==> src/rtl/spi_cycle_bridge_pkg.sv <==
// Shared definitions for the punted-cycle SPI bridge: frame layout and FSM encoding.
// Frame on the wire is {RW, A[22:0], D[31:24]}, MSB first.
package spi_cycle_bridge_pkg;

  localparam int FRAME_BITS = 32;
  localparam int RW_BIT     = 31;
  localparam int ADDR_HI    = 30;
  localparam int ADDR_LO    = 8;
  localparam int WDATA_HI   = 7;
  localparam int WDATA_LO   = 0;

  typedef enum logic [1:0] {
    ST_IDLE   = 2'd0,
    ST_LOADED = 2'd1,
    ST_SHIFT  = 2'd2,
    ST_DONE   = 2'd3
  } state_t;

  function automatic logic [FRAME_BITS-1:0] pack_frame(input logic rw,
                                                       input logic [22:0] addr,
                                                       input logic [7:0] wdata);
    logic [FRAME_BITS-1:0] f;
    f = '0;
    f[RW_BIT]              = rw;
    f[ADDR_HI:ADDR_LO]     = addr;
    f[WDATA_HI:WDATA_LO]   = wdata;
    return f;
  endfunction

endpackage

==> src/rtl/spi_cycle_bridge_sync_edge.sv <==
// Multi-flop synchroniser with rise/fall detect on the last two synchronised samples.
// Edge pulses appear STAGES cycles after the pin changes; no backpressure.
module spi_sync_edge #(
  parameter int   STAGES  = 2,
  parameter logic RST_VAL = 1'b0
) (
  input  logic clk,
  input  logic rst_n,
  input  logic d,
  output logic rise,
  output logic fall
);

  logic [STAGES-1:0] chain;
  logic              prev;

  always_ff @(posedge clk or negedge rst_n) begin
    if (!rst_n) begin
      chain <= {STAGES{RST_VAL}};
      prev  <= RST_VAL;
    end else begin
      chain <= {chain[STAGES-2:0], d};
      prev  <= chain[STAGES-1];
    end
  end

  assign rise = chain[STAGES-1] & ~prev;
  assign fall = ~chain[STAGES-1] & prev;

endmodule

==> src/rtl/spi_cycle_bridge.sv <==
// Latches one punted CPU cycle, serialises it to the MCU as SPI slave, returns the read byte and ACK.
// ACK/DOE/DOUT follow NSS rise by SYNC_STAGES+1 cycles; AS20 high aborts or releases in 1 cycle.
module spi_cycle_bridge
  import spi_cycle_bridge_pkg::*;
#(
  parameter int SYNC_STAGES = 2
) (
  input  logic        CLKCPU_A,
  input  logic        RESET_N,
  input  logic        CYCLE_REQ,
  input  logic        AS20,
  input  logic        RW,
  input  logic [22:0] A,
  input  logic [7:0]  DIN,
  input  logic        SPI_CK,
  input  logic        SPI_MOSI,
  input  logic        SPI_NSS,
  output logic        SPI_MISO,
  output logic [7:0]  DOUT,
  output logic        DOE,
  output logic        ACK,
  output logic        FRAME_ERR,
  output logic        BUSY
);

  state_t                state;
  logic [FRAME_BITS-1:0] tx;
  logic [FRAME_BITS-1:0] tx_hold;
  logic [7:0]            rx;
  logic [5:0]            bit_cnt;
  logic [SYNC_STAGES-1:0] mosi_sync;
  logic                  mosi_s;
  logic                  sck_rise, sck_fall;
  logic                  nss_rise, nss_fall;

  spi_sync_edge #(.STAGES(SYNC_STAGES), .RST_VAL(1'b0)) u_sck_sync (
    .clk   (CLKCPU_A),
    .rst_n (RESET_N),
    .d     (SPI_CK),
    .rise  (sck_rise),
    .fall  (sck_fall)
  );

  // NSS idles high, so its synchroniser resets high to avoid a false fall.
  spi_sync_edge #(.STAGES(SYNC_STAGES), .RST_VAL(1'b1)) u_nss_sync (
    .clk   (CLKCPU_A),
    .rst_n (RESET_N),
    .d     (SPI_NSS),
    .rise  (nss_rise),
    .fall  (nss_fall)
  );

  // MOSI goes through the same depth as SCK so the sample lines up with the detected rise.
  always_ff @(posedge CLKCPU_A or negedge RESET_N) begin
    if (!RESET_N) mosi_sync <= '0;
    else          mosi_sync <= {mosi_sync[SYNC_STAGES-2:0], SPI_MOSI};
  end
  assign mosi_s = mosi_sync[SYNC_STAGES-1];

  always_ff @(posedge CLKCPU_A or negedge RESET_N) begin
    if (!RESET_N) begin
      state     <= ST_IDLE;
      tx        <= '0;
      tx_hold   <= '0;
      rx        <= '0;
      bit_cnt   <= '0;
      DOUT      <= 8'h00;
      DOE       <= 1'b0;
      ACK       <= 1'b0;
      FRAME_ERR <= 1'b0;
    end else begin
      FRAME_ERR <= 1'b0;
      case (state)
        ST_IDLE: begin
          if (CYCLE_REQ) begin
            tx      <= pack_frame(RW, A, DIN);
            tx_hold <= pack_frame(RW, A, DIN);
            bit_cnt <= '0;
            state   <= ST_LOADED;
          end
        end
        ST_LOADED: begin
          if (AS20) begin
            state <= ST_IDLE;
          end else if (nss_fall) begin
            bit_cnt <= '0;
            state   <= ST_SHIFT;
          end
        end
        ST_SHIFT: begin
          if (AS20) begin
            state <= ST_IDLE;
          end else if (nss_rise) begin
            if (bit_cnt == 6'(FRAME_BITS)) begin
              DOUT  <= rx;
              DOE   <= tx_hold[RW_BIT];
              ACK   <= 1'b1;
              state <= ST_DONE;
            end else begin
              // Malformed frame: rewind so the MCU can simply retry the transfer.
              FRAME_ERR <= 1'b1;
              tx        <= tx_hold;
              bit_cnt   <= '0;
              state     <= ST_LOADED;
            end
          end else begin
            if (sck_rise) begin
              rx <= {rx[6:0], mosi_s};
              if (bit_cnt != 6'd63) bit_cnt <= bit_cnt + 6'd1;
            end
            if (sck_fall) tx <= {tx[FRAME_BITS-2:0], 1'b0};
          end
        end
        ST_DONE: begin
          if (AS20) begin
            DOE   <= 1'b0;
            ACK   <= 1'b0;
            state <= ST_IDLE;
          end
        end
        default: state <= ST_IDLE;
      endcase
    end
  end

  // SHIFT is exactly the window where NSS is low for this cycle, so MISO is gated on it.
  assign SPI_MISO = (state == ST_SHIFT) & tx[FRAME_BITS-1];
  assign BUSY     = (state != ST_IDLE);

endmodule

==> config.mk <==
export PLATFORM = sky130hd
export DESIGN_NAME = spi_cycle_bridge
export DESIGN_NICKNAME = d
export VERILOG_FILES = /design/src/rtl/spi_cycle_bridge_pkg.sv /design/src/rtl/spi_cycle_bridge_sync_edge.sv /design/src/rtl/spi_cycle_bridge.sv
export SDC_FILE = /design/constraint.sdc
export NUM_CORES = 1
export LEC_CHECK = 0
export CORE_MARGIN = 2
export CORE_UTILIZATION = 55
export CTS_CLUSTER_DIAMETER = 30
export DETAILED_ROUTE_END_ITERATION = 6
export MAX_ROUTING_LAYER = met4
export PLACE_DENSITY = 0.78
export SYNTH_ARGS = -nofsm -noshare
export SYNTH_HDL_FRONTEND = slang
export SYNTH_SLANG_ARGS = --single-unit
export TNS_END_PERCENT = 30
==> constraint.sdc <==
create_clock -name CLKCPU_A -period 3.3 [get_ports CLKCPU_A]
set_clock_uncertainty 0.15 [all_clocks]
set_input_delay 0.825 -clock CLKCPU_A [delete_from_list [all_inputs] [get_ports CLKCPU_A]]
set_output_delay 0.825 -clock CLKCPU_A [all_outputs]
set_load 0.005 [all_outputs]
======== Word level (Yosys, flattened, before mapping) ========
Cells that the tools add are included.
word-level totals
  flip-flop bits (word level) ............. 99
  input bits .............................. 39
  output and inout port bits .............. 13
  word-level logic and storage cells ...... 92
cells by class
  $add $sub $neg .......................... 1
  multiplexer cells ....................... 36
  bitwise gates (word level) .............. 11
  reductions and logical operators ........ 12
  equal/unequal tests ..................... 18
operators by type and width
  cell                                           count
  two-way mux 32 bit                             5
  case mux 32 bit (2 select lines)               1
  two-way mux 6 bit                              8
  inequality test 3 bit, second input constant   6
  case mux 6 bit (3 select lines)                1
  two-way mux 2 bit                              7
  inequality test 2 bit, second input constant   7
  AND reduction 4 bit                            3
  two-way mux 1 bit                              11
  AND reduction 5 bit                            2
  case mux 2 bit (4 select lines)                1
  AND reduction 8 bit                            1
  adder 6 x 1 -> 6 bit, second input constant    1
  == test 6 bit, second input constant           1
  inequality test 6 bit, second input constant   1
  NOT 1 bit                                      6
  nonzero test 2 bit                             3
  bitwise AND 1 bit                              5
  == test 2 bit, second input constant           2
  case mux 1 bit (2 select lines)                2
  nonzero test 3 bit                             1
  == test 2 x 1 -> 1 bit, second input constant  1
  zero test 2 bit                                1
  AND reduction 2 bit                            1

======== Longest topological paths before layout ========
Gate-level depths: netlist of run 1.
  depth after elaboration ................. 6
  mapped depth ............................ 7
  mapped depth without buffers ............ 6

======== Modules after synthesis ========
A second synthesis of run 1 with hierarchy kept.
second synthesis, totals
  cell total of the unflattened synthesis .. 373
  area, all modules ....................... 4,610.7 sq um
by module, submodules not included
  module                       area each (sq um)  times used  sequential area each (sq um)  cells an instance
  spi_cycle_bridge             4,426.7            1           2,327.2                       363
  spi_sync_edge at u_nss_sync  93.8               1           78.8                          5
  spi_sync_edge at u_sck_sync  90.1               1           75.1                          5

======== Worst setup path before layout of run 1 ========
OpenSTA, ideal clock, no wires.
  path kind ............................... input-to-reg
  start ................................... input CYCLE_REQ
  end ..................................... register tx[0]
  buffers on the path ..................... 1
  library setup time ...................... 125 ps
  data required time ...................... 3,025 ps
  path slack .............................. 982 ps
  arrival time ............................ 2,043 ps
  cell stages on the path ................. 5
  cell sequence ........................... nor3b_4 -> a21oi_2 -> a311oi_4 -> buf_6 -> mux2_4
between the ends
  cells in the longest elaborated chain, start to end .. 2
RTL lines
  element                          RTL line                 source
  start: declaration               spi_cycle_bridge.sv:10   input logic CYCLE_REQ,
  inequality test 2 bit (no line)  --
  AND reduction 5 bit (no line)    --
  end signal: assignment           spi_cycle_bridge.sv:76   tx <= pack_frame(RW, A, DIN);
  end signal: assignment           spi_cycle_bridge.sv:102  tx <= tx_hold;
  end signal: assignment           spi_cycle_bridge.sv:111  if (sck_fall) tx <= {tx[FRAME_BITS-2:0], 1'b0};
  end: declaration                 spi_cycle_bridge.sv:27   logic [FRAME_BITS-1:0] tx;
No other way between the ends.
A chain may end at the register's enable or synchronous reset.

======== Worst setup path in the final report of run 1 ========
  start ................................... register state[1]
  end ..................................... output SPI_MISO
between the ends
  cells in the longest elaborated chain, start to end .. 2
RTL lines
  element                   RTL line                 source
  start: declaration        spi_cycle_bridge.sv:26   state_t state;
  start signal: assignment  spi_cycle_bridge.sv:62   state <= ST_IDLE;
  start signal: assignment  spi_cycle_bridge.sv:79   state <= ST_LOADED;
  start signal: assignment  spi_cycle_bridge.sv:84   state <= ST_IDLE;
  == test 2 bit             spi_cycle_bridge.sv:127  assign SPI_MISO = (state == ST_SHIFT) & tx[FRAME_BITS-1];
  bitwise AND 1 bit         spi_cycle_bridge.sv:127
  end: declaration          spi_cycle_bridge.sv:18   output logic SPI_MISO,
No other way between the ends.

==> flow_metrics.py, run 1 <==
metrics = {
    "global_routing": {
        "grt.total_usage_pct": 21.9,
        "overflow": 0,
        "first_global_vias": 3125,
        "grt_max_degree": 69,
        "grt_pass1_wl_um": 15000,
        "antenna_found_initial": 0,
    },
    "power_and_ir_drop": {
        "power_density_nw_per_um2": 561,
        "p_int_w": 0.00220,
        "sequentialPowerShare_pct": 53.7,
        "max-vdd-ir-drop_mv": 0.293,
        "p_clk_share_pct": 23.8,
        "sw_frac_of_total_pct": 28.4,
        "share_comb_of_total_power_pct": 22.5,
        "leakage_nw": 2.40,
        "power.switching_w": 0.000872,
    },
    "critical_path": {
        "critical_path.max_fanout": 12,
        "worst_setup_path_end_kind": "primary output",
        "cp_slowest_cell": "dfrtp_1",
        "crit_type": "reg -> out",
        "cp-start-kind": "flip-flop",
        "slowest_delay_ps": 580,
        "crit_chain": "nor2b_4, and2_1, clkdlybuf4s50_1",
        "critical_path_arrival_ps": 1860,
        "required_ps": 2320,
    },
    "synth": {
        "synth_edf_count": 0,
        "synthDominantCellAreaShare_pct": 51.1,
        "yosys.area.top_type": "dfrtp_1",
        "synth-seq-area-share_pct": 52.8,
        "ys_ff_latch": 99,
        "async_reset_ff_share_pct": 100,
        "ys_types": 41,
        "synth_area_um2": 4700,
        "avgSynthCellArea_um2": 11.5,
        "yosys-top-cells-area": "dfrtp_1 (51%), mux2_2 (12%), mux2_4 (9.6%)",
        "synthCells": 407,
        "dominantRegCellSynth": "dfrtp_1",
        "yosys.cell_count.top_type": "dfrtp_1",
        "synthTopCellsByCount": "dfrtp_1 (96), nand2_1 (70), mux2_2 (50)",
        "syn-num-nets": 448,
        "ys_warn_count": 0,
    },
    "run_status": {
        "outcome": "complete, no violations",
    },
    "floorplan": {
        "rows": 33,
        "core_um2": 8260,
        "start_util_pct": 56.9,
        "io_pins": 52,
        "dieHeight_um": 96.4,
        "die_width_um": 96.4,
        "dieArea_um2": 9300,
    },
    "timing": {
        "grt_setup_unrepaired": "no",
        "fin_crit_ps": 2840,
        "finalSetupViolations": 0,
        "fin_tns_setup_ps": 0,
        "finalMaxSlewViolations": 0,
        "timing.fmax_mhz": 352,
        "slew_headroom_pct": 56.3,
        "period_share_pct": 86.0,
        "worst_slew_pin_slew_ps": 655,
        "final-hold-violation-count": 0,
    },
    "finish": {
        "fin_nets": 491,
        "syn_to_final_growth_pct": 16.5,
        "diodes": 0,
        "final_core_util_pct": 66.3,
        "drive_above_1_share_pct": 25.9,
    },
    "clocking": {
        "holdBufCountCts": 0,
        "ctsResizeCount": 0,
        "path_clk_slew_ps": 90,
        "clock_latency_ps": 370,
        "clk_path_buf_depth": 2,
        "cts_sinks": 99,
        "postCtsSetupRepairBufs": 0,
        "cts_tree": "yes",
        "cts_root_buf": "clkbuf_8",
        "htreeDepth": 3,
        "cts-buffers-inserted": 9,
    },
    "placement": {
        "gp_congestion": 0.824,
        "dpl.hpwl_um": 5670,
        "io_buffers": 51,
    },
    "detailed_routing": {
        "drc_errors": 0,
        "wl_per_cell_um": 15.6,
        "wl_met3_um": 425,
        "vias": 3162,
        "highest_layer": "met4",
        "met2_length_um": 4180,
        "via_per_inst": 5.65,
        "ant_nets": 0,
        "drt_first_pass_iters": 4,
        "met1_length_um": 4010,
        "first_iter_violations": 128,
        "wirelength_um": 8730,
    },
    "min_path": {
        "hold_path.class": "reg -> reg",
    },
    "job": {
        "cap_violations": 0,
    },
}
-- power groups by stage --
stage                     Combinational [W]  Clock [W]  Sequential (W)
after floorplan                    0.000547          0         0.00161
after global placement             0.000676          0         0.00165
after detailed placement           0.000701          0         0.00166
after CTS                          0.000701   0.000754         0.00165
after global routing               0.000762   0.000810         0.00168
final                              0.000691   0.000732         0.00165
-- cells by family after synthesis --
group	count (synthesis)	synth area share (%)
buf+inv	32	3.28
simple gates	135	12.9
flops	99	52.8
mux	81	21.8
compound gates	58	8.66
fa+ha+maj	2	0.533
-- sequential cells by signal, summed over array words and instances (netlist names) --
name / count
u_nss_sync.chain: 2
u_sck_sync.prev: 1
ACK: 1
rx: 8
mosi_sync: 2
DOE: 1
tx: 32
u_sck_sync.chain: 2
FRAME_ERR: 1
tx_hold: 32
u_nss_sync.prev: 1
bit_cnt: 6
DOUT: 8
state: 2
-- placed cells by master (no fill, tap or decap), types with 2 or more instances in the layout --
master            n
and3_1            2
inv_1             4
nor2_1           35
nand2_1          70
a21oi_1           3
buf_4             9
ha_1              2
dfstp_2           3
clkdlybuf4s50_1  50
mux2_2           50
a221o_1           2
nand2b_1          4
a211o_1           2
clkinvlp_4        3
mux2_4           30
nor4_1            2
clkbuf_8          9
a31oi_1          34
inv_6             2
or2_2             2
o21ai_0           5
or4_1             3
nand3_1           6
dfrtp_1          96
a21o_1            2
nor3_1            3
-- metal layers --
layer | up-vias | global-route usage [%]
li1 | 1511 | -
met1 | 1561 | 29.4
met2 | 80 | 33.4
met3 | 10 | 4.11
met4 | 0 | 8.69
met5 | - | -
-- final cells by class --
class	instances	area (um2)
Fill cell	627	2790
Sequential cell	99	2480
Multi-Input combinational cell	276	2070
Timing Repair Buffer	60	588
Tap cell	105	131
Clock buffer	9	124
Clock inverter	7	60.1
Inverter	4	15.0
-- final timing paths --
path,startpoint,end,slack (ps),depth (start not counted)
min in group asynchronous,RESET_N,tx[23]$_DFFE_PN0P_,230,1
max,state[1]$_DFFE_PN0P_,SPI_MISO,460,3
max reg2reg,state[1]$_DFFE_PN0P_,tx[28]$_DFFE_PN0P_,840,5
min,u_nss_sync.chain[0]$_DFF_PN1_,u_nss_sync.chain[1]$_DFF_PN1_,210,0
max in group asynchronous,RESET_N,u_nss_sync.prev$_DFF_PN1_,2080,2
min reg2reg,u_nss_sync.chain[0]$_DFF_PN1_,u_nss_sync.chain[1]$_DFF_PN1_,210,0
-- per-stage QoR --
stage / hold WS (ps) / cell area, um2 / cells / setup WS [ps] / total power, W
2_1_floorplan: 181 / 4700 / 407 / 982 / 0.00216
3_3_place_gp: 186 / 5290 / 544 / 399 / 0.00233
3_5_place_dp: 189 / 5290 / 544 / 327 / 0.00236
4_1_cts: 210 / 5470 / 560 / 437 / 0.00310
5_1_grt: 215 / 5470 / 560 / 351 / 0.00325
6_report: 210 / 5470 / 560 / 462 / 0.00307
-- critical path: cells and delay by family, from the launching register on --
kind / cells / cell delay, ps
buf+inv: 1 / 510
flops: 1 / 580
simple gates: 2 / 410
No activity file was read; power rests on OpenSTA's default activity.
==> run 2: changes to the inputs <==
--- a/config.mk
+++ b/config.mk
@@ -11,6 +11,7 @@
 export DETAILED_ROUTE_END_ITERATION = 6
 export MAX_ROUTING_LAYER = met4
 export PLACE_DENSITY = 0.78
+export SLEW_MARGIN = 20
 export SYNTH_ARGS = -nofsm -noshare
 export SYNTH_HDL_FRONTEND = slang
 export SYNTH_SLANG_ARGS = --single-unit
==> results of run 2 <==
No change in the layout: final DEF, timing and power equal those of run 1.
==> run 3: changes to the inputs <==
--- a/config.mk
+++ b/config.mk
@@ -9,6 +9,7 @@
 export CORE_UTILIZATION = 55
 export CTS_CLUSTER_DIAMETER = 30
 export DETAILED_ROUTE_END_ITERATION = 6
+export GPL_TIMING_DRIVEN = 0
 export MAX_ROUTING_LAYER = met4
 export PLACE_DENSITY = 0.78
 export SLEW_MARGIN = 20
==> constraint.sdc (replaced) <==
create_clock -name CLKCPU_A -period 2.7 [get_ports CLKCPU_A]
set_clock_uncertainty 0.15 [all_clocks]
set_input_delay 0.675 -clock CLKCPU_A [delete_from_list [all_inputs] [get_ports CLKCPU_A]]
set_output_delay 0.675 -clock CLKCPU_A [all_outputs]
set_load 0.005 [all_outputs]
==> flow_metrics.py, run 3 (synthesis gave the netlist of run 1 again) <==
metrics = {
    "clocking": {
        "path_clk_slew_ps": 100,
        "cts_sinks": 99,
        "clock_latency_ps": 360,
        "htreeDepth": 3,
        "clk_path_buf_depth": 2,
        "cts_tree": "yes",
        "cts_root_buf": "clkbuf_8",
        "holdBufCountCts": 0,
        "cts-buffers-inserted": 9,
    },
    "placement": {
        "dpl.hpwl_um": 6350,
        "placed_area_um2": 5370,
        "pre_cts_ws_ps": -202,
        "io_buffers": 51,
        "gp_congestion": 0.821,
    },
    "timing": {
        "finalSetupViolations": 0,
        "finalMaxSlewViolations": 0,
        "slew_headroom_pct": 57.6,
        "final-hold-violation-count": 0,
        "finalWorstSetupSlack_ps": 128,
        "grt_setup_unrepaired": "no",
        "fin_tns_setup_ps": 0,
        "timing.fmax_mhz": 389,
        "period_share_pct": 95.3,
        "fin_crit_ps": 2570,
        "worst_slew_pin_slew_ps": 636,
        "fin_hold_ws_ps": 1.54,
    },
    "detailed_routing": {
        "wl_met3_um": 474,
        "ant_nets": 0,
        "first_iter_violations": 150,
        "highest_layer": "met4",
        "met2_length_um": 4620,
        "drt_first_pass_iters": 5,
        "via_per_inst": 5.64,
        "wirelength_um": 9310,
        "met1_length_um": 4120,
        "wl_per_cell_um": 16.0,
        "vias": 3279,
        "drc_errors": 0,
    },
    "finish": {
        "fillers": 635,
        "syn_to_final_growth_pct": 18.5,
        "fin_nets": 512,
        "multi_input_area_um2": 2060,
        "diodes": 0,
        "drive_above_1_share_pct": 25.4,
        "final_cell_area_um2": 5570,
        "final_common_cell": "dfrtp_1",
        "regArea_um2": 2480,
        "final_cell_mix": "dfrtp_1 (96), nand2_1 (70), mux2_2 (50), clkdlybuf4s50_1 (50), nor2_1 (35)",
        "reg_top3": "tx: 32 flops, tx_hold: 32 flops",
    },
    "floorplan": {
        "io_pins": 52,
        "die_width_um": 96.4,
        "core_um2": 8260,
        "dieHeight_um": 96.4,
        "dieArea_um2": 9300,
        "start_util_pct": 56.9,
        "rows": 33,
    },
    "power_and_ir_drop": {
        "power.switching_w": 0.00105,
        "finalPower_w": 0.00373,
        "max-vdd-ir-drop_mv": 0.428,
        "power_density_nw_per_um2": 670,
        "share_comb_of_total_power_pct": 23.7,
        "leakage_nw": 2.44,
        "p_int_w": 0.00269,
        "sequentialPowerShare_pct": 53.6,
        "p_clk_share_pct": 22.7,
        "sw_frac_of_total_pct": 28.0,
    },
    "critical_path": {
        "crit_chain": "nor2b_1, buf_4, buf_12, and2_1, clkdlybuf4s50_1",
        "cp-start-kind": "flip-flop",
        "required_ps": 1880,
        "slowest_delay_ps": 440,
        "critical_path.max_fanout": 3,
        "cp_slowest_cell": "clkdlybuf4s50_1",
        "worst_setup_path_end_kind": "primary output",
        "critical_path_arrival_ps": 1750,
        "crit_type": "reg -> out",
    },
    "global_routing": {
        "overflow": 0,
        "grt_pass1_wl_um": 15800,
        "grt_max_degree": 77,
        "first_global_vias": 3314,
        "grt.total_usage_pct": 23.0,
        "antenna_found_initial": 0,
    },
    "run_status": {
        "outcome": "complete, no violations",
    },
    "min_path": {
        "hold_path.class": "in -> async",
    },
    "job": {
        "cap_violations": 0,
    },
}
-- run 3: changes by cell type in the layout (fill, tap and decap cells not counted), sizes merged --
cell,change
clkinv,+1
buf,+6
inv,-2
clkbuf,+16
-- run 3: critical path: cells and delay by family, from the launching register on --
family / cells / cell delay, ps
buf+inv: 3 / 700
flops: 1 / 400
simple gates: 2 / 290
-- run 3: path summary, 6_finish.rpt --
check	depth (start not counted)	to	slack, ps	start
worst min-delay path	1	DOUT[1]$_DFFE_PN0P_	2	RESET_N
max in group asynchronous	2	u_nss_sync.prev$_DFF_PN1_	1770	RESET_N
min in group CLKCPU_A	0	u_sck_sync.chain[1]$_DFF_PN0_	210	u_sck_sync.chain[0]$_DFF_PN0_
worst min register to register	0	u_sck_sync.chain[1]$_DFF_PN0_	210	u_sck_sync.chain[0]$_DFF_PN0_
worst max-delay path	5	SPI_MISO	130	state[1]$_DFFE_PN0P_
worst max register to register	6	tx[25]$_DFFE_PN0P_	320	state[1]$_DFFE_PN0P_
-- run 3: area by class of cell --
type                            count  area share, %
Sequential cell                    99           44.6
Multi-Input combinational cell    276           37.1
Timing Repair Buffer               54           9.96
Buffer                             27           2.74
Tap cell                          105           2.36
Clock buffer                       10           2.29
Clock inverter                      6          0.742
Inverter                            4          0.270
-- run 3: metrics by stage --
stage / std cells / utilization, %
after floorplan: 407 / -
after global placement: 563 / 64.7
after detailed placement: 564 / 65.0
after CTS: 580 / 67.3
after global routing: 581 / 67.4
final: 581 / 67.4
-- run 3: metal layers --
metal | global-route usage (%) | up-vias
met5 | - | -
met4 | 6.46 | 0
met3 | 4.65 | 12
met2 | 37.6 | 98
met1 | 29.6 | 1618
li1 | - | 1551
-- run 3: timing repair --
| item | 4_1_cts | 5_1_grt |
|---|---|---|
| endpoints found under the setup margin | 1 | 1 |
| setup buffers | 1 | 1 |
| gates resized for setup | 5 | 0 |
-- run 3: power by group through the flow --
stage | clock network, W | logic [W] | registers [W]
detailed placement | 0 | 0.000882 | 0.00202
CTS | 0.000863 | 0.000890 | 0.00200
finish | 0.000848 | 0.000883 | 0.00200
global placement | 0 | 0.000850 | 0.00201
global route | 0.000926 | 0.000965 | 0.00204
floorplan | 0 | 0.000668 | 0.00197
